### src/rtl/alu_exec.sv
// alu_exec -- multi-cycle execute-stage ALU.
//
// Add, sub and the logic ops finish in one cycle. Shifts go through a
// serial shifter that moves one bit position per cycle. Requests and results
// each use a valid/ready handshake, so the pipeline can stall on long shifts.
// Build option ALU_EXEC_BARREL_SHIFT_EN swaps in a combinational barrel
// shifter, which gives every op a latency of one cycle. The results and flags
// are the same in both builds.
//
// Ports:
//   clk, rst             clock (rising edge), synchronous active-high reset
//   flush                abandon any in-flight op (pipeline redirect)
//   in_valid/in_ready    request handshake; alu_control/src_a/src_b are
//                        sampled on transfer
//   alu_control          000 add 001 sub 010 and 011 or 100 xor
//                        101 sll 110 srl 111 sra
//   src_a, src_b         operands; shift amount = src_b[SHW-1:0]
//   out_valid/out_ready  result handshake
//   result               registered result
//   zero, lt, ltu        result==0, signed/unsigned A<B (sub only, else 0)
//   busy                 state != IDLE
module alu_exec #(
  parameter  int XLEN = 32,
  localparam int SHW  = $clog2(XLEN)
) (
  input  logic            clk,
  input  logic            rst,
  input  logic            flush,
  input  logic            in_valid,
  output logic            in_ready,
  input  logic [2:0]      alu_control,
  input  logic [XLEN-1:0] src_a,
  input  logic [XLEN-1:0] src_b,
  output logic            out_valid,
  input  logic            out_ready,
  output logic [XLEN-1:0] result,
  output logic            zero,
  output logic            lt,
  output logic            ltu,
  output logic            busy
);

  localparam logic [2:0] OP_ADD = 3'b000;
  localparam logic [2:0] OP_SUB = 3'b001;
  localparam logic [2:0] OP_AND = 3'b010;
  localparam logic [2:0] OP_OR  = 3'b011;
  localparam logic [2:0] OP_XOR = 3'b100;
  localparam logic [2:0] OP_SLL = 3'b101;
  localparam logic [2:0] OP_SRL = 3'b110;
  localparam logic [2:0] OP_SRA = 3'b111;

  typedef enum logic [1:0] {IDLE = 2'd0, SHIFT = 2'd1, DONE = 2'd2} state_t;

  state_t state_q, state_d;

  logic            xfer;
  logic            is_sub;
  logic [SHW-1:0]  shamt;
  logic [XLEN-1:0] b_eff;
  logic [XLEN:0]   sum_w;
  logic            ovf;
  logic [XLEN-1:0] res_c;
  logic            lt_c, ltu_c;

  logic [XLEN-1:0] result_p1;
  logic            zero_p1, lt_p1, ltu_p1;

  assign xfer   = in_valid && in_ready;
  assign is_sub = (alu_control == OP_SUB);
  assign shamt  = src_b[SHW-1:0];

  // Single-cycle datapath. Sub is A + ~B + 1, and the carry-out doubles as
  // the "no borrow" flag for the unsigned compare.
  always_comb begin
    b_eff = is_sub ? ~src_b : src_b;
    sum_w = {1'b0, src_a} + {1'b0, b_eff} + {{XLEN{1'b0}}, is_sub};
    ovf   = (src_a[XLEN-1] != src_b[XLEN-1]) && (sum_w[XLEN-1] != src_a[XLEN-1]);
    lt_c  = is_sub && (sum_w[XLEN-1] ^ ovf);
    ltu_c = is_sub && !sum_w[XLEN];
    res_c = sum_w[XLEN-1:0];
    case (alu_control)
      OP_ADD, OP_SUB: res_c = sum_w[XLEN-1:0];
      OP_AND:         res_c = src_a & src_b;
      OP_OR:          res_c = src_a | src_b;
      OP_XOR:         res_c = src_a ^ src_b;
`ifdef ALU_EXEC_BARREL_SHIFT_EN
      OP_SLL:         res_c = src_a << shamt;
      OP_SRL:         res_c = src_a >> shamt;
      OP_SRA:         res_c = XLEN'($signed(src_a) >>> shamt);
`else
      // Only the zero-amount case takes this path. It returns src_a directly.
      OP_SLL, OP_SRL, OP_SRA: res_c = src_a;
`endif
      default:        res_c = sum_w[XLEN-1:0];
    endcase
  end

`ifndef ALU_EXEC_BARREL_SHIFT_EN
  logic            shift_start;
  logic [XLEN-1:0] acc_p1, acc_nxt;
  logic [SHW-1:0]  cnt_p1;
  logic [1:0]      sop_p1;
  logic            shift_last;

  // One-bit shift step. The op code is 01 for sll, 10 for srl and 11 for sra.
  function automatic logic [XLEN-1:0] shift1(input logic [1:0] sop,
                                             input logic [XLEN-1:0] v);
    logic signed [XLEN-1:0] vs;
    vs = $signed(v);
    case (sop)
      2'b01:   shift1 = {v[XLEN-2:0], 1'b0};
      2'b10:   shift1 = {1'b0, v[XLEN-1:1]};
      default: shift1 = XLEN'(vs >>> 1);
    endcase
  endfunction

  assign shift_start = xfer && alu_control[2] && (alu_control[1:0] != 2'b00)
                       && (shamt != '0);
  assign acc_nxt     = shift1(sop_p1, acc_p1);
  assign shift_last  = (state_q == SHIFT) && (cnt_p1 == SHW'(1));

  // Serial shifter working state. It is data only, so rst does not touch it.
  always_ff @(posedge clk) begin
    if (shift_start) begin
      acc_p1 <= src_a;
      cnt_p1 <= shamt;
      sop_p1 <= alu_control[1:0];
    end else if (state_q == SHIFT) begin
      acc_p1 <= acc_nxt;
      cnt_p1 <= cnt_p1 - SHW'(1);
    end
  end
`endif

  // FSM state register
  always_ff @(posedge clk) begin
    if (rst) state_q <= IDLE;
    else     state_q <= state_d;
  end

  // FSM next-state logic. A flush overrides every state. It also blocks
  // transfer, because in_ready is low while flush is high.
  always_comb begin
    state_d = state_q;
    case (state_q)
      IDLE: begin
        if (xfer) begin
`ifndef ALU_EXEC_BARREL_SHIFT_EN
          state_d = shift_start ? SHIFT : DONE;
`else
          state_d = DONE;
`endif
        end
      end
`ifndef ALU_EXEC_BARREL_SHIFT_EN
      SHIFT: if (cnt_p1 == SHW'(1)) state_d = DONE;
`endif
      DONE:    if (out_ready) state_d = IDLE;
      default: state_d = IDLE;
    endcase
    if (flush) state_d = IDLE;
  end

  // FSM outputs
  always_comb begin
    in_ready  = (state_q == IDLE) && !flush;
    out_valid = (state_q == DONE);
    busy      = (state_q != IDLE);
  end

  // Result stage. The result is written on a one-cycle transfer or on the
  // final serial shift, and is then held until the next op.
  always_ff @(posedge clk) begin
    if (rst) begin
      result_p1 <= '0;
      zero_p1   <= 1'b1;
      lt_p1     <= 1'b0;
      ltu_p1    <= 1'b0;
`ifndef ALU_EXEC_BARREL_SHIFT_EN
    end else if (xfer && !shift_start) begin
`else
    end else if (xfer) begin
`endif
      result_p1 <= res_c;
      zero_p1   <= (res_c == '0);
      lt_p1     <= lt_c;
      ltu_p1    <= ltu_c;
`ifndef ALU_EXEC_BARREL_SHIFT_EN
    end else if (shift_last && !flush) begin
      result_p1 <= acc_nxt;
      zero_p1   <= (acc_nxt == '0);
      lt_p1     <= 1'b0;
      ltu_p1    <= 1'b0;
`endif
    end
  end

  assign result = result_p1;
  assign zero   = zero_p1;
  assign lt     = lt_p1;
  assign ltu    = ltu_p1;

endmodule

### config.mk
export PLATFORM = sky130hd
export DESIGN_NAME = alu_exec
export DESIGN_NICKNAME = d
export VERILOG_FILES = /design/src/rtl/alu_exec.sv
export SDC_FILE = /design/constraint.sdc
export NUM_CORES = 1
export LEC_CHECK = 0
export CAP_MARGIN = 5
export CORE_ASPECT_RATIO = 0.5
export CORE_MARGIN = 2
export CORE_UTILIZATION = 45
export CTS_BUF_LIST = sky130_fd_sc_hd__clkbuf_4 sky130_fd_sc_hd__clkbuf_8
export CTS_CLUSTER_DIAMETER = 80
export CTS_CLUSTER_SIZE = 16
export DETAILED_ROUTE_END_ITERATION = 6
export PLACE_DENSITY = 0.67
export SLEW_MARGIN = 20
export SYNTH_ARGS = -nofsm -noshare
export SYNTH_HDL_FRONTEND = slang
export SYNTH_SLANG_ARGS = --single-unit
### constraint.sdc
create_clock -name clk -period 8.1 [get_ports clk]
set_input_delay 1.62 -clock clk [delete_from_list [all_inputs] [get_ports clk]]
set_output_delay 1.62 -clock clk [all_outputs]
set_load 0.005 [all_outputs]
==> impl_metrics.toml, run 1 <==
[routing]
wire_per_inst_microns = 22.62
ant_nets = 0
drt_wl_total_microns = 32190
post-route-drc-count = 0
drt_iter0_markers = 1181
dr.pass1.iters = 6
vias_per_cell = 6.310
num_vias = 8979

[finish]
multi_input_area_sq_um = 5922
synthToLayoutAreaGrowth_pct = 16.92
utilization = 0.5363
final_cells = 1423
fillers = 1774
fin_nets = 1352
drive_gt1_frac = 0.04734
final_cell_area_sq_um = 9841
antenna_cells = 0
layout.area.seq_sq_um = 1912

[sta]
slew_headroom = 0.2854
skew_ns = 0.01670
hold_violations = 0
setup_ws_ns = 1.378
maxSlewViolCount = 0
worst_slew_pin_slew_ns = 1.065
clock.fmax_mhz = 148.8
hold_slack_ns = 0.4734
setup_tns_ns = 0
setup_viol = 0
fin_crit_sh = 0.8298
fin_crit_ns = 6.722
rsz0062_at_grt = "false"

[synth]
synth_top_area_share = 0.1501
ys_async_sr_fraction = 0
synth_edf_count = 39
ys_types = 72
ys_seq_area_frac = 0.2271
yosys-top-cells-count = "a21oi_1 (118), nor2_1 (110), nand2_1 (106), ha_1 (101), inv_1 (82)"
synthFlopType = "edfxtp_1"
syn_inst = 1113
yosys_warnings = 0
syn_area_per_cell_sq_um = 7.562
syn_nets = 1287
synth_area_leader_cell = "ha_1"
ys_ff_latch = 76
netlist_area_sq_um = 8417
yosys-top-cells-area = "ha_1 (15%), edfxtp_1 (14%), dfxtp_1 (8.8%)"
synth_most_common_cell = "a21oi_1"

[floorplanning]
start_util = 0.4587
die_w_microns = 197.4
rows = 35
dieArea_sq_um = 19880
ios = 110
die_h_microns = 100.7
design.core.area_sq_um = 18350

[clocking]
ctsRootBufferMaster = "clkbuf_8"
cts_buffer_depth = 2
path_clk_slew_ns = 0.09
clkSinkCount = 76
cts_tree = "done"
cts_setup_buffers = 0
ctsHoldBuffers = 0
cts_resized = 0
h-tree-depth = 3
clk_latency_ns = 0.37
cts_buffers = 9

[critical_path]
critPathMaxFanout = 14
worstSetupPathType = "in2reg"
crit_path_end_kind = "register"
crit_arrival_ns = 7.02
required_ns = 8.40
start_kind = "input port"

[grt]
grt_pass1_wl_microns = 48620
grt_max_degree = 71
antenna_found_initial = 0
grt.total_usage = 0.3233
gr-total-overflow = 0
first_global_vias = 8105

[run]
maxCapViolations = 0

[pwr]
p_clk_frac = 0.220
combinationalPowerShare = 0.435
swShare = 0.4070
p_leak_nw = 3.960
power_mw = 1.257
p_switching_uw = 511.7
intPower_uw = 745.7
pwr_density_cell_nw_per_um2 = 127.8
seq_power_share = 0.345
ir_worst_vdd_v = 0.00007159

[status]
status = "complete, no violations"

[place]
dpl.cell_count = 1407
gp_congestion = 0.9212
dp_slack_ns = 1.108
dp_hpwl_microns = 24520
dpl_cell_area_sq_um = 9653
portBuffers = 109

[min_path]
min-delay-path-class = "reg2reg"
power by group through the flow:
stage	Clock [mW]	Combinational, mW	Sequential, mW
global placement	0	0.522	0.442
finish	0.277	0.547	0.434
floorplan	0	0.330	0.440
detailed placement	0	0.525	0.442
CTS	0.274	0.528	0.433
global route	0.289	0.588	0.435
routing by layer:
| layer | GRT usage | vias up | wire length [microns] |
|---|---|---|---|
| met5 | 0 | - | 0 |
| met4 | 0.06073 | 0 | 424 |
| met3 | 0.06223 | 43 | 3680 |
| met2 | 0.4266 | 473 | 12010 |
| met1 | 0.5259 | 4235 | 16080 |
| li1 | - | 4228 | - |
path summary, 6_finish.rpt:
path	cells past startpoint	slack (ns)	endpoint	start
max	16	1.38	zero	alu_control[1]
min	2	0.47	lt	lt
max reg2reg	10	4.72	zero	state_q[1]
min reg2reg	2	0.47	lt	lt
cell families (layout without fill, tap and decap cells):
family | Yosys count | in the layout | synth area share
AO/OA/AOI/OAI | 386 | 386 | 0.3059
AND/OR/NAND/NOR | 342 | 342 | 0.1882
buffers and inverters | 156 | 226 | 0.07165
adder cells (fa/ha/maj) | 102 | 102 | 0.1525
flip-flops | 76 | 76 | 0.2271
XOR/XNOR | 41 | 41 | 0.04266
multiplexers | 10 | 10 | 0.01189
layout by cell type (no fill, tap or decap), drive strengths merged, types with 6 or more instances in the layout:
cell type      instances
o22ai                  9
ha                   101
a21oi                119
clkdlybuf4s50        107
nand3                 24
o211ai                29
edfxtp                39
nor2b                 10
nand4                 18
o221ai                 8
buf                   19
nor2                 110
xnor2                 35
or4                    8
nand2b                 9
o21ai                 55
and3                   9
clkbuf                 9
a22oi                 48
nor3                  15
o21a                   8
a21o                  12
a31oi                 13
a211oi                23
inv                   84
mux2i                 10
dfxtp                 37
or2                    7
nand2                106
xor2                   6
critical path, stage by stage:
cell,delay (ns)
clkdlybuf4s50_1,0.50
or2_1,0.30
nor2_4,0.43
buf_4,0.29
xnor2_1,0.08
ha_1,0.40
a21oi_1,0.14
o21ai_0,0.57
nor2_1,0.16
a2111oi_0,0.94
nor3_1,0.11
a211oi_1,0.32
nand4_1,0.12
or4_1,0.49
or4_1,0.47
nand2_1,0.07
flip-flops by register name (all words and copies together), names as in the netlist:
signal   count
acc_p1      32
cnt_p1       5
lt           1
ltu          1
result      32
sop_p1       2
state_q      2
zero         1
area by class of cell:
type	instances	area share
inverters	84	0.03204
flip-flops and latches	76	0.1943
multi-input cells	881	0.6018
clock inverters	7	0.005976
clock buffers	9	0.01259
repair buffers	126	0.1228
well taps	240	0.03051
Note: power is estimated with default switching activity, not from simulation.
==> run 2: changes to the inputs <==
==> constraint.sdc (replaced) <==
create_clock -name clk -period 6.71 [get_ports clk]
set_input_delay 1.342 -clock clk [delete_from_list [all_inputs] [get_ports clk]]
set_output_delay 1.342 -clock clk [all_outputs]
set_load 0.005 [all_outputs]
==> run 2 against run 1 <==
  * Sequential power increased by 21%
  * Final cell count increased by 0.91%
  * Via count increased by 2.3%
  * Sequential share of layout area decreased by 0.31 points
  * Design area increased by 1.6%
  * Global-route usage increased by 1.9 points
  * Die area unchanged
  * Count of clock-buffer cells in the layout increased by 1
  * Clock power increased by 58%
  * Hold slack improved by 0.012 ns
  * Highest routed layer unchanged
==> impl_metrics.toml, run 2 (synthesis results as in run 1) <==
[floorplanning]
die_w_microns = 197.4
design.core.area_sq_um = 18350
dieArea_sq_um = 19880
start_util = 0.4587
rows = 35
ios = 110
die_h_microns = 100.7

[sta]
maxSlewViolCount = 0
setup_tns_ns = 0
fin_crit_ns = 6.196
slew_headroom = 0.3471
skew_ns = 0.01609
setup_viol = 0
clock.fmax_mhz = 161.4
hold_violations = 0
worst_slew_pin_slew_ns = 0.9735
fin_crit_sh = 0.9233
rsz0062_at_grt = "false"

[pwr]
intPower_mw = 1.025
p_clk_frac = 0.266
pwr_density_cell_nw_per_um2 = 164.5
swShare = 0.3766
combinationalPowerShare = 0.415
seq_power_share = 0.318
ir_worst_vdd_v = 0.00009890
p_leak_nw = 4.058
power_mw = 1.645
p_switching_uw = 619.4

[finish]
antenna_cells = 0
final_common_cell = "a21oi_1"
utilization = 0.5450
synthToLayoutAreaGrowth_pct = 18.82
fin_nets = 1365
final_cell_mix = "a21oi_1 (118), nor2_1 (108), clkdlybuf4s50_1 (107)"
final_cell_area_sq_um = 10000
final_cells = 1436
drive_gt1_frac = 0.05769

[clocking]
ctsRootBufferMaster = "clkbuf_8"
cts_setup_buffers = 0
cts_tree = "done"
h-tree-depth = 3
ctsHoldBuffers = 0
cts_resized = 0
path_clk_slew_ns = 0.09
cts_buffer_depth = 2
clkSinkCount = 76
cts_buffers = 9
clk_latency_ns = 0.35

[critical_path]
worstSetupPathType = "in2reg"
rr_worst_depth = 10
crit_path_end_kind = "register"
critPathMaxFanout = 15
critPathSlowestCell = "a2111oi_0"
cp_cell_sequence = "clkdlybuf4s50_1 -> or2_1 -> nor2_4 -> buf_4 -> xnor2_1 -> ha_1 -> o211ai_1 -> a211oi_1 -> o21ai_1 -> a2111oi_0 -> nor3_1 -> a211oi_1 -> nand4_1 -> or4_1 -> or4_1 -> nand2_1"
required_ns = 7.02
crit_arrival_ns = 6.50
cp_num_cells = 16
max_stage_delay_ns = 0.83
start_kind = "input port"
crit_buf_inv = 2
cpLargestDelayFamily = "compound AO/OA/AOI/OAI gates"

[grt]
first_global_vias = 8190
grt.total_usage = 0.3424
antenna_found_initial = 0
grt_max_degree = 71
grt_pass1_wl_microns = 50620
gr-total-overflow = 0

[routing]
drt_iter0_markers = 940
drt_wl_total_microns = 34230
post-route-drc-count = 0
vias_per_cell = 6.398
num_vias = 9188
ant_nets = 0
dr.pass1.iters = 5
wire_per_inst_microns = 23.83

[status]
status = "complete, no violations"

[place]
dpl.cell_count = 1420
portBuffers = 109
dp_hpwl_microns = 26150
gp_congestion = 0.9840
dpl_cell_area_sq_um = 9753

[min_path]
min-delay-path-class = "reg2reg"
holdPathStages = 2

[run]
maxCapViolations = 0
[run 2: path summary, 6_finish.rpt]
kind                                      from   end  slack, ns
worst max register to register      state_q[1]  zero       3.31
worst min register to register              lt    lt       0.49
worst max-delay path            alu_control[1]  zero       0.51
worst min-delay path                        lt    lt       0.49
[run 2: area by class of cell]
type	count	area [sq um]
multi-input combinational	881	5924
tap	240	300.3
inverter	84	315.3
clock buffer	10	131.4
sequential	76	1912
timing repair buffer	139	1306
fill	1764	8348
clock inverter	6	111.4
[run 2: per-stage QoR]
stage | worst slack, ns | hold slack (ns)
CTS | 0.6323 | 0.4880
global placement | 0.4845 | 0.4607
global route | 0.1677 | 0.5170
floorplan | 0.3413 | 0.4527
finish | 0.5144 | 0.4852
detailed placement | 0.2841 | 0.4753
[run 2: layer usage]
| layer | global-route usage | wire (microns) | vias to the layer above |
|---|---|---|---|
| met5 | 0 | 0 | - |
| met4 | 0.04511 | 340 | 0 |
| met3 | 0.09200 | 4165 | 28 |
| met2 | 0.4583 | 12930 | 479 |
| met1 | 0.5429 | 16790 | 4436 |
| li1 | - | - | 4245 |
[run 2: tightest hold or removal path, delay by kind of cell, from the launching register on]
kind	cells	cell delay (ns)
AOI/OAI and AO/OA	1	0.06
DFF	1	0.32
and+or+nand+nor	1	0.07
[run 2: power by group through the flow]
stage	Sequential (mW)	Clock [mW]	Combinational (mW)
2_1_floorplan	0.531	0	0.398
3_3_place_gp	0.533	0	0.654
3_5_place_dp	0.533	0	0.656
4_1_cts	0.523	0.436	0.661
5_1_grt	0.525	0.456	0.735
6_report	0.523	0.438	0.683
